### config.mk
export PLATFORM = sky130hd
export DESIGN_NAME = uart_tx_flat
export DESIGN_NICKNAME = d
export VERILOG_FILES = /design/src/rtl/uart_pkg.sv /design/src/rtl/uart_tx_if.sv /design/src/rtl/uart_baud.sv /design/src/rtl/uart_tx.sv /design/src/flat_wrapper.sv
export SDC_FILE = /design/constraint.sdc
export NUM_CORES = 1
export LEC_CHECK = 0
export ABC_CLOCK_PERIOD_IN_PS = 2650
export BUFFER_PORTS_ARGS = -buffer_cell sky130_fd_sc_hd__buf_2
export CAP_MARGIN = 25
export CORE_MARGIN = 4
export CORE_UTILIZATION = 26
export DETAILED_ROUTE_END_ITERATION = 6
export PLACE_DENSITY_LB_ADDON = 0.15
export SLEW_MARGIN = 15
export SYNTH_ARGS = -nofsm -noshare
export SYNTH_HDL_FRONTEND = slang
export SYNTH_SLANG_ARGS = --single-unit
### constraint.sdc
create_clock -name clk -period 2.65 [get_ports clk]
set_input_delay 0.265 -clock clk [delete_from_list [all_inputs] [get_ports clk]]
set_output_delay 0.265 -clock clk [all_outputs]
set_load 0.05 [all_outputs]
### src/rtl/uart_pkg.sv
// Shared UART definitions: frame FSM states, FIFO geometry and baud helpers.
// Used by both the transmitter and the receiver.
package uart_pkg;

    localparam int unsigned DATA_W     = 8;
    localparam int unsigned FIFO_DEPTH = 4;
    localparam int unsigned PTR_W      = 2;
    localparam int unsigned CNT_W      = 3;
    localparam int unsigned DIV_W      = 16;
    localparam int unsigned OSR_W      = 4;
    localparam int unsigned BAUD_W     = DIV_W + OSR_W;
    localparam int unsigned BIT_W      = 3;

    typedef enum logic [1:0] {
        IDLE  = 2'd0,
        START = 2'd1,
        DATA  = 2'd2,
        STOP  = 2'd3
    } uart_state_e;

    typedef logic [DATA_W-1:0] uart_data_t;

    // Last count of a bit period: 16*(div+1)-1 clk cycles.
    function automatic logic [BAUD_W-1:0] baud_last(input logic [DIV_W-1:0] div);
        return {div, {OSR_W{1'b1}}};
    endfunction

endpackage

### src/rtl/uart_tx_if.sv
// Byte write handshake between a producer and the UART transmitter.
interface uart_tx_if;
    import uart_pkg::*;

    logic       tx_valid;
    uart_data_t tx_data;
    logic       tx_ready;

    modport master (output tx_valid, output tx_data, input  tx_ready);
    modport slave  (input  tx_valid, input  tx_data, output tx_ready);

endinterface

### src/rtl/uart_baud.sv
// Bit-period timer: one-cycle baud_tick at the end of every 16*(cfg_div+1) clk period.
// baud_clear holds the count at zero so the next period starts full length.
module uart_baud
    import uart_pkg::*;
(
    input  logic             clk,
    input  logic             rst,
    input  logic [DIV_W-1:0] cfg_div,
    input  logic             baud_clear,
    output logic             baud_tick
);

    logic [BAUD_W-1:0] cnt_q, cnt_d;
    logic [BAUD_W-1:0] last;
    logic              tick_q, tick_d;

    // Tick is registered one cycle early so it is high while cnt_q == last.
    always_comb begin
        last   = baud_last(cfg_div);
        cnt_d  = cnt_q + BAUD_W'(1);
        tick_d = 1'b0;
        if (baud_clear) begin
            cnt_d = '0;
        end else begin
            if (cnt_q >= last) begin
                cnt_d = '0;
            end
            tick_d = (cnt_q == last - BAUD_W'(1));
        end
    end

    always_ff @(posedge clk or negedge rst) begin
        if (!rst) begin
            cnt_q  <= '0;
            tick_q <= 1'b0;
        end else begin
            cnt_q  <= cnt_d;
            tick_q <= tick_d;
        end
    end

    assign baud_tick = tick_q;

endmodule

### src/rtl/uart_tx.sv
// UART transmitter: 4-entry byte FIFO feeding an 8N1/8N2 serializer, LSB first.
// uart_txd, tx_ready and tx_busy are all flop outputs.
module uart_tx
    import uart_pkg::*;
(
    input  logic             clk,
    input  logic             rst,
    input  logic [DIV_W-1:0] cfg_div,
    input  logic             cfg_txen,
    input  logic             cfg_nstop,
    uart_tx_if.slave         tx_if,
    output logic             tx_busy,
    output logic             uart_txd
);

    uart_state_e      state_q, state_d;
    logic [BIT_W-1:0] bit_cnt_q, bit_cnt_d;
    logic             nstop_q, nstop_d;
    uart_data_t       shift_q, shift_d;
    logic             txd_q, txd_d;
    logic             tx_ready_q, tx_ready_d;
    logic             tx_busy_q, tx_busy_d;
    logic [CNT_W-1:0] count_q, count_d;
    logic [PTR_W-1:0] wr_ptr_q, wr_ptr_d;
    logic [PTR_W-1:0] rd_ptr_q, rd_ptr_d;
    uart_data_t       fifo_mem [FIFO_DEPTH];

    logic push;
    logic pop;
    logic baud_clear;
    logic baud_tick;

    uart_baud u_baud (
        .clk        (clk),
        .rst        (rst),
        .cfg_div    (cfg_div),
        .baud_clear (baud_clear),
        .baud_tick  (baud_tick)
    );

    assign baud_clear = (state_q == IDLE);

    // Frame sequencing, FIFO bookkeeping and next values of the output flops.
    always_comb begin
        push      = tx_if.tx_valid & tx_ready_q;
        pop       = 1'b0;
        state_d   = state_q;
        bit_cnt_d = bit_cnt_q;
        nstop_d   = nstop_q;
        shift_d   = shift_q;

        unique case (state_q)
            IDLE: begin
                if ((count_q != '0) && cfg_txen) begin
                    pop       = 1'b1;
                    shift_d   = fifo_mem[rd_ptr_q];
                    bit_cnt_d = '0;
                    state_d   = START;
                end
            end
            START: begin
                if (baud_tick) begin
                    state_d = DATA;
                end
            end
            DATA: begin
                if (baud_tick) begin
                    shift_d = shift_q >> 1;
                    if (bit_cnt_q == BIT_W'(DATA_W - 1)) begin
                        bit_cnt_d = '0;
                        nstop_d   = cfg_nstop;
                        state_d   = STOP;
                    end else begin
                        bit_cnt_d = bit_cnt_q + BIT_W'(1);
                    end
                end
            end
            STOP: begin
                if (baud_tick) begin
                    if (bit_cnt_q == BIT_W'(nstop_q)) begin
                        bit_cnt_d = '0;
                        state_d   = IDLE;
                    end else begin
                        bit_cnt_d = bit_cnt_q + BIT_W'(1);
                    end
                end
            end
            default: begin
                state_d = IDLE;
            end
        endcase

        count_d = count_q;
        case ({push, pop})
            2'b10:   count_d = count_q + CNT_W'(1);
            2'b01:   count_d = count_q - CNT_W'(1);
            default: count_d = count_q;
        endcase
        wr_ptr_d = push ? wr_ptr_q + PTR_W'(1) : wr_ptr_q;
        rd_ptr_d = pop  ? rd_ptr_q + PTR_W'(1) : rd_ptr_q;

        // Line level follows the state being entered so txd lines up with state_q.
        txd_d = 1'b1;
        case (state_d)
            START:   txd_d = 1'b0;
            DATA:    txd_d = shift_d[0];
            default: txd_d = 1'b1;
        endcase

        tx_ready_d = (count_d != CNT_W'(FIFO_DEPTH));
        tx_busy_d  = (state_d != IDLE) | (count_d != '0);
    end

    always_ff @(posedge clk or negedge rst) begin
        if (!rst) begin
            state_q    <= IDLE;
            bit_cnt_q  <= '0;
            nstop_q    <= 1'b0;
            txd_q      <= 1'b1;
            tx_ready_q <= 1'b1;
            tx_busy_q  <= 1'b0;
            count_q    <= '0;
            wr_ptr_q   <= '0;
            rd_ptr_q   <= '0;
        end else begin
            state_q    <= state_d;
            bit_cnt_q  <= bit_cnt_d;
            nstop_q    <= nstop_d;
            txd_q      <= txd_d;
            tx_ready_q <= tx_ready_d;
            tx_busy_q  <= tx_busy_d;
            count_q    <= count_d;
            wr_ptr_q   <= wr_ptr_d;
            rd_ptr_q   <= rd_ptr_d;
        end
    end

    // Datapath storage carries no reset; occupancy is tracked by count_q alone.
    always_ff @(posedge clk) begin
        shift_q <= shift_d;
        if (push) begin
            fifo_mem[wr_ptr_q] <= tx_if.tx_data;
        end
    end

    assign tx_if.tx_ready = tx_ready_q;
    assign tx_busy        = tx_busy_q;
    assign uart_txd       = txd_q;

endmodule

### src/flat_wrapper.sv
// flat-port wrapper written by rule: the top's interface ports become plain ports
module uart_tx_flat import uart_pkg::*;
  (clk, rst, cfg_div, cfg_txen, cfg_nstop, tx_busy, uart_txd, tx_if_tx_valid, tx_if_tx_data, tx_if_tx_ready);
  uart_tx_if tx_if_i ();
  input  logic clk;
  input  logic rst;
  input  logic [DIV_W-1:0] cfg_div;
  input  logic cfg_txen;
  input  logic cfg_nstop;
  output logic tx_busy;
  output logic uart_txd;
  input wire logic [$bits(tx_if_i.tx_valid)-1:0] tx_if_tx_valid;
  input wire logic [$bits(tx_if_i.tx_data)-1:0] tx_if_tx_data;
  output wire logic [$bits(tx_if_i.tx_ready)-1:0] tx_if_tx_ready;
  assign tx_if_i.tx_valid = tx_if_tx_valid;
  assign tx_if_i.tx_data = tx_if_tx_data;
  assign tx_if_tx_ready = tx_if_i.tx_ready;
  uart_tx u_core (.clk(clk), .rst(rst), .cfg_div(cfg_div), .cfg_txen(cfg_txen), .cfg_nstop(cfg_nstop), .tx_if(tx_if_i), .tx_busy(tx_busy), .uart_txd(uart_txd));
endmodule
==> impl_metrics.ini, run 1 <==
[placement]
placed_area_sq_um = 4220
placed_cells = 527
dp_hpwl_mm = 5.67
io_buffer_count = 31
gp_congestion = 0.707

[detailed_routing]
finalWirelength_mm = 8.06
post_drt_wl_per_cell_microns = 14.8
vias_per_cell = 4.46
route.detailed.drc = 0
drtAntennaViolNets = 0
drt_pre_antenna_iters = 5
drt_iter0_drc = 139
num_vias = 2421

[synth]
syn-num-nets = 371
synth-seq-area-share_pct = 55.3
synth_cell_types = 49
ys_ff_latch = 77
synth_top_flop_cell = edfxtp_1
synthCells = 316
ys_warn_count = 0
async_reset_ff_share_pct = 48.1
postSynthAreaPerCell_sq_um = 12.1
synth_edf_count = 39
synth_area_sq_um = 3830

[critical_path]
crit_path_start_kind = flop
ff2ff_path_depth = 10
critPathCaptureType = flop
cp_max_fo = 9
cp-startpoint = u_core.count_q[0]
crit_end = u_core.tx_busy
reg2reg_slack_ns = 0.45
reg2reg_to = u_core.tx_busy
r2r-start = u_core.count_q[0]
cp.arrival_ns = 2.46
critical_path_class = flop to flop
worstPathRequired_ns = 2.92

[layout]
finalInstanceArea_sq_um = 4520
num-nets-final = 409
diodes = 0
drive_gt1_share_pct = 20.3
syn_to_final_growth_pct = 17.9
mostFrequentLayoutCells = edfxtp_1, dfrtp_1, inv_1, buf_2, nand2_1
stdcell_count = 543
mostFrequentLayoutCell = edfxtp_1

[clocking]
clk_pin_slew_ns = 0.06
cts_setup_buffers = 0
cts_buffer_depth = 2
post_cts_resized = 0
cts_sinks = 77
cts_buffers = 9
cts_hold_buf = 0
cts_htree_levels = 3
clk_latency_ns = 0.33
cts_tree = yes
clockRootBuffer = clkbuf_16

[die]
placeableCoreArea_sq_um = 14500
die_height_microns = 129
initial_core_util_pct = 26.5
dieWidth_microns = 129
ios = 32
die-area_sq_um = 16800
rows = 44

[outcome]
status = complete, no violations

[grt]
use_met3_pct = 3.67
grt_first_pass_wirelength_mm = 13.2
use_met2_pct = 16.3
antenna_found_initial = 0
busiest_layer = met2
grt_max_degree = 38
overflow = 0
grt_pass1_vias = 2513
gr-usage-met1_pct = 13.7
grt_use_total_pct = 10.4

[sta]
hold_violations = 0
rsz0062_at_grt = false
fmax_mhz = 455
slew_viol_final = 0
min_period_ns = 2.20
max_slew_margin_pct = 35.2
worst_pin_slew_ns = 0.961
tns_ns = 0
clock_skew_ns = 0.00604
setup_viol = 0
fin_crit_sh_pct = 83.0

[job]
cap_violations = 0

[pwr]
max-vdd-ir-drop_v = 0.000397
power.static_leakage_nw = 1.95
finalPower_mw = 3.94
p_per_area_nw_per_um2 = 872

[worst_hold_path]
min_path_type = primary input to asynchronous set/reset pin
area by class of cell:
cell class,count,area (sq um)
Fill cell,1479,9960
Clock buffer,10,229
Tap cell,184,230
Timing Repair Buffer,36,193
Inverter,32,120
Clock inverter,6,70.1
Multi-Input combinational cell,198,1560
Sequential cell,77,2120
registers in the layout, indices dropped and copies added, names as in the netlist:
name	count
u_core.count_q	3
u_core.tx_if.tx_ready	1
u_core.nstop_q	1
u_core.fifo_mem	32
u_core.tx_busy	1
u_core.rd_ptr_q	2
u_core.shift_q	8
u_core.u_baud.baud_tick	1
u_core.u_baud.cnt_q	20
u_core.uart_txd	1
u_core.state_q	2
u_core.bit_cnt_q	3
u_core.wr_ptr_q	2
power breakdown:
part | internal, mW | switching, mW
registers | 1.53 | 0.200
logic | 0.437 | 0.533
clock network | 0.738 | 0.504
total | 2.70 | 1.24
cell usage after synthesis, drive strengths merged (2+ instances only):
| cell | instances | area [sq um] |
|---|---|---|
| xor2 | 7 | 61.3 |
| and3 | 8 | 51.3 |
| a21oi | 3 | 15.0 |
| xnor2 | 18 | 158 |
| mux4 | 8 | 180 |
| nand4b | 2 | 17.5 |
| edfxtp | 39 | 1170 |
| nand2b | 4 | 25.0 |
| nand2 | 26 | 97.6 |
| dfrtp | 35 | 876 |
| nor3b | 9 | 72.6 |
| inv | 32 | 120 |
| mux2 | 3 | 33.8 |
| or2 | 2 | 12.5 |
| nand4 | 6 | 43.8 |
| nor4 | 4 | 40.0 |
| dfstp | 2 | 52.6 |
| a21o | 5 | 37.5 |
| nand3 | 13 | 65.1 |
| nor3 | 4 | 20.0 |
| clkbuf | 8 | 30.0 |
| o21ai | 7 | 35.0 |
| nor2 | 22 | 82.6 |
| o31ai | 2 | 15.0 |
| ha | 25 | 313 |
| a22o | 5 | 43.8 |
worst min path at each step:
| stage | startpoint | end | slack, ns |
|---|---|---|---|
| floorplan | rst | u_core.bit_cnt_q[0] | -0.03 |
| global placement | rst | u_core.u_baud.cnt_q[10] | 0.45 |
| detailed placement | rst | u_core.u_baud.cnt_q[10] | 0.45 |
| CTS | rst | u_core.u_baud.cnt_q[10] | 0.08 |
| global route | rst | u_core.u_baud.cnt_q[10] | 0.12 |
| finish | rst | u_core.u_baud.cnt_q[10] | 0.05 |
cells by family (layout without fill, tap and decap cells):
family	after synthesis	count (layout)	share of synthesized area, %
AO/OA/AOI/OAI	31	31	5.84
XOR/XNOR	25	25	5.71
adder cells (fa/ha/maj)	26	26	8.68
buffers and inverters	41	84	4.05
flip-flops	77	77	55.3
multiplexers	12	12	5.84
AND/OR/NAND/NOR	104	104	14.6
routing by layer:
metal  vias to the layer above  share of wire [%]
met1                      1172                 47
met5                         -                  0
li1                       1206                  -
met2                        39                 46
met3                         4                5.1
met4                         0               0.96
per-stage QoR:
step	hold slack (ns)	setup slack, ns	utilization [%]
5_1_grt	0.123	0.275	31.2
4_1_cts	0.0762	0.437	31.2
3_3_place_gp	0.446	0.512	29.2
6_report	0.0521	0.452	31.2
3_5_place_dp	0.450	0.447	29.2
2_1_floorplan	-0.0306	0.601	-
critical path: stages (launching register included):
cell and delay (ns):
dfrtp_1 0.41, o31a_1 0.20, nand2_1 0.09, inv_2 0.17
ha_1 0.20, inv_1 0.06, fa_1 0.37, xor2_1 0.15
nor2_1 0.12, xor2_1 0.22, nand4b_1 0.14
Note: power is estimated with default switching activity, not from simulation.
==> inputs of run 2 (changes only) <==
ABC_CLOCK_PERIOD_IN_PS = 2150   (was 2650)
clock period = 2.15 ns   (was 2.65 ns; I/O delays follow)
==> impl_metrics.ini, run 2 (synthesized netlist as in run 1, its figures left out) <==
[grt]
overflow = 0
grt_max_degree = 21
grt_use_total_pct = 10.5
grt_pass1_vias = 2541
grt_first_pass_wirelength_mm = 13.3
antenna_found_initial = 0

[detailed_routing]
drtAntennaViolNets = 0
num_vias = 2504
drt_pre_antenna_iters = 4
drt_iter0_drc = 122
route.detailed.drc = 0
finalWirelength_mm = 8.07
post_drt_wl_per_cell_microns = 14.4
vias_per_cell = 4.47

[clocking]
clk_pin_slew_ns = 0.06
clk_latency_ns = 0.34
cts_sinks = 77
cts_tree = yes
cts_buffers = 9
cts_htree_levels = 3
cts_buffer_depth = 2
clockRootBuffer = clkbuf_16

[placement]
gp_congestion = 0.725
dp_hpwl_mm = 5.80
io_buffer_count = 31
placed_area_sq_um = 4320

[layout]
diodes = 0
finalInstanceArea_sq_um = 4680
mostFrequentLayoutCell = edfxtp_1
num-nets-final = 426
fin_util_pct = 32.3
drive_gt1_share_pct = 25.0
syn_to_final_growth_pct = 22.0
largest_reg_flops = 32
top_register = u_core.fifo_mem
mostFrequentLayoutCells = edfxtp_1, dfrtp_1, buf_2
reg.largest.list = u_core.fifo_mem x32, u_core.u_baud.cnt_q x20, u_core.shift_q x8

[die]
die-area_sq_um = 16800
rows = 44
ios = 32
placeableCoreArea_sq_um = 14500
die_height_microns = 129
initial_core_util_pct = 26.5
dieWidth_microns = 129

[sta]
hold_violations = 0
max_slew_margin_pct = 68.5
slew_viol_final = 0
clock_skew_ns = 0.00514
worst_hold_slack_ns = 0.0906
setup_viol = 0
min_period_ns = 2.09
fin_crit_sh_pct = 97.2
fmax_mhz = 478
worst_pin_slew_ns = 0.473

[outcome]
status = complete, no violations

[worst_hold_path]
min_path_type = primary input to flop

[critical_path]
cp.arrival_ns = 2.36
cp_max_fo = 3
crit_path_start_kind = flop
critical_path_class = flop to flop
critPathCaptureType = flop
worstPathRequired_ns = 2.42

[pwr]
p_per_area_nw_per_um2 = 1070
max-vdd-ir-drop_v = 0.000639
power.static_leakage_nw = 2.03

[job]
cap_violations = 0
run 2: power breakdown:
group | switching, mW | leakage (nW) | total (mW) | internal, mW
registers | 0.240 | 0.842 | 2.12 | 1.88
logic | 0.698 | 1.05 | 1.35 | 0.650
clock network | 0.626 | 0.141 | 1.53 | 0.904
run 2: layout make-up:
cell class	instances	area, sq um
Fill cell	1452	9800
Sequential cell	77	2120
Multi-Input combinational cell	198	1580
Timing Repair Buffer	53	333
Tap cell	184	230
Clock buffer	9	225
Inverter	32	120
Clock inverter	7	75.1
run 2: path summary, 6_finish.rpt:
check,cells past startpoint,start,end,slack [ns]
hold reg to reg,1,u_core.nstop_q,u_core.nstop_q,0.54
setup reg to reg,9,u_core.count_q[1],u_core.tx_busy,0.06
setup / recovery,9,u_core.count_q[1],u_core.tx_busy,0.06
hold / removal,1,tx_if_tx_data[6],u_core.fifo_mem[2][6],0.09
max in group asynchronous,3,rst,u_core.uart_txd,1.27
min in group asynchronous,2,rst,u_core.u_baud.cnt_q[13],0.30
run 2: metrics by stage:
step	power [mW]	cells	worst slack [ns]	TNS (ns)
6_report	5.00	560	0.0596	0
5_1_grt	5.36	560	-0.0501	-0.0713
4_1_cts	5.01	555	0.0751	0
3_5_place_dp	3.46	538	0.0906	0
3_3_place_gp	3.46	538	0.137	0
2_1_floorplan	2.99	316	0.101	0
run 2: repair_timing:
action                                 in CTS  in global routing
hold buffers                                1                  0
endpoints found under the hold margin      10                  0
resized for setup                           0                  5
setup endpoints to repair                   0                  6
buffers inserted                            0                  4
run 2: metal layers:
| metal | up-vias | global-route usage [%] | share of wire [%] |
|---|---|---|---|
| met3 | 10 | 2.76 | 3.8 |
| met4 | 0 | 4.95 | 1.8 |
| met5 | - | 0 | 0 |
| met1 | 1217 | 14.4 | 50 |
| li1 | 1240 | - | - |
| met2 | 37 | 15.6 | 45 |
run 2: critical path, cell delays in order (launching register included):
cell	delay (ns)
dfrtp_1	0.38
o31a_1	0.34
nand2_2	0.09
inv_2	0.04
ha_2	0.18
inv_1	0.06
fa_2	0.42
o21ai_0	0.30
nor2_1	0.11
nand4b_1	0.10
==> inputs of run 3 (changes only) <==
ABC_CLOCK_PERIOD_IN_PS = 2160   (was 2150)
clock period = 2.16 ns   (was 2.15 ns; I/O delays follow)
==> impl_metrics.ini, run 3 (synthesized netlist as in run 1, its figures left out) <==
[grt]
grt_pass1_vias = 2583
grt_first_pass_wirelength_mm = 13.4
antenna_found_initial = 0
grt_use_total_pct = 10.5
overflow = 0
grt_max_degree = 38

[pwr]
switching_share_pct = 32.0
switchingPower_mw = 1.55
p_per_area_nw_per_um2 = 1050
power.static_leakage_nw = 2.00
pwr-share-comb_pct = 26.9
finalPower_mw = 4.83
p_int_mw = 3.29
max-vdd-ir-drop_v = 0.000543
p_seq_share_pct = 43.9
clockPowerShare_pct = 29.2

[clocking]
clk_pin_slew_ns = 0.06
cts_buffers = 9
cts_buffer_depth = 2
clk_latency_ns = 0.33
clockRootBuffer = clkbuf_16
cts_hold_buf = 0
cts_htree_levels = 3
cts_sinks = 77
cts_tree = yes

[layout]
drive_gt1_share_pct = 23.5
mostFrequentLayoutCell = edfxtp_1
finalInstanceArea_sq_um = 4620
mostFrequentLayoutCells = edfxtp_1, dfrtp_1, buf_2
syn_to_final_growth_pct = 20.4
diodes = 0
largest_reg_flops = 32
top_register = u_core.fifo_mem
multi_input_area_sq_um = 1570
num-nets-final = 421
regArea_sq_um = 2120
nFillCells = 1461
reg.largest.list = u_core.fifo_mem x32, u_core.u_baud.cnt_q x20, u_core.shift_q x8

[detailed_routing]
finalWirelength_mm = 8.04
route.detailed.drc = 0
drt_pre_antenna_iters = 4
num_vias = 2481
drtAntennaViolNets = 0
drt_iter0_drc = 98
vias_per_cell = 4.47
post_drt_wl_per_cell_microns = 14.5

[sta]
fin_crit_sh_pct = 94.8
worst_hold_slack_ns = -0.0172
slew_viol_final = 0
max_slew_margin_pct = 43.6
tns_ns = 0
hold_violations = 18
fmax_mhz = 488
worst_pin_slew_ns = 0.846
clock_skew_ns = 0.00358
rsz0062_at_grt = false
setup_viol = 0
min_period_ns = 2.05

[placement]
dp_hpwl_mm = 5.70
io_buffer_count = 31
placed_area_sq_um = 4320
gp_congestion = 0.710

[critical_path]
worstPathRequired_ns = 2.43
crit_path_start_kind = flop
cp_max_fo = 3
critPathCaptureType = flop
cp.arrival_ns = 2.32
critical_path_class = flop to flop

[die]
die-area_sq_um = 16800
rows = 44
placeableCoreArea_sq_um = 14500
dieWidth_microns = 129
ios = 32
initial_core_util_pct = 26.5
die_height_microns = 129

[job]
cap_violations = 0

[outcome]
status = finished with violations
violations = negative hold slack

[worst_hold_path]
min_path_type = primary input to asynchronous set/reset pin
==> run 3: worst max-delay path, cell delays in order, from the launching register on <==
cell      delay [ns]
dfrtp_1         0.39
o31a_1          0.33
nand2_1         0.11
inv_2           0.05
ha_2            0.18
inv_1           0.07
fa_2            0.42
o21ai_0         0.24
nor2_1          0.09
nand4b_1        0.10
==> run 3: per-layer routing <==
layer  track usage (%)  part of all wire [%]  vias to the layer above  wire length (microns)
met1              14.1                    50                     1208                   4000
met4              3.85                   1.2                        0                     95
li1                  -                     -                     1224                      -
met5                 0                     0                        -                      0
met3              2.93                   4.0                        6                    319
met2              16.1                    45                       43                   3620
==> run 3: through the flow <==
step / util [%] / std cells / setup slack (ns)
detailed placement: 29.8 / 536 / 0.0973
finish: 31.9 / 555 / 0.112
CTS: 31.7 / 552 / 0.0627
global placement: 29.8 / 536 / 0.154
floorplan: - / 316 / 0.111
global route: 31.9 / 555 / 0.0102
==> run 3: power groups by stage <==
| stage | clock [mW] | combinational, mW | sequential (mW) |
|---|---|---|---|
| floorplan | 0 | 0.883 | 2.10 |
| global placement | 0 | 1.28 | 2.15 |
| detailed placement | 0 | 1.29 | 2.16 |
| CTS | 1.47 | 1.30 | 2.13 |
| global route | 1.53 | 1.47 | 2.17 |
| finish | 1.41 | 1.30 | 2.12 |
==> run 3: worst paths after layout <==
kind                                      from                       to  slack, ns  cells after the start
setup / recovery             u_core.count_q[2]           u_core.tx_busy       0.11                      9
hold / removal                             rst  u_core.u_baud.cnt_q[10]      -0.02                      1
setup reg to reg             u_core.count_q[2]           u_core.tx_busy       0.11                      9
max in group asynchronous                  rst       u_core.wr_ptr_q[1]       1.64                      1
min in group clk              tx_if_tx_data[6]    u_core.fifo_mem[3][6]       0.10                      1
hold reg to reg            u_core.bit_cnt_q[2]      u_core.bit_cnt_q[2]       0.52                      2
==> run 3: cell type report <==
| cell class | count | share of cell area, % |
|---|---|---|
| clock inverters | 6 | 1.03 |
| repair buffers | 48 | 6.61 |
| well taps | 184 | 4.99 |
| flip-flops and latches | 77 | 45.9 |
| clock buffers | 10 | 4.96 |
| multi-input cells | 198 | 33.9 |
| inverters | 32 | 2.60 |
==> run 3: timing repair <==
item,4_1_cts,5_1_grt
endpoints found under the setup margin,0,2
buffers inserted,0,2
resized for setup,0,2
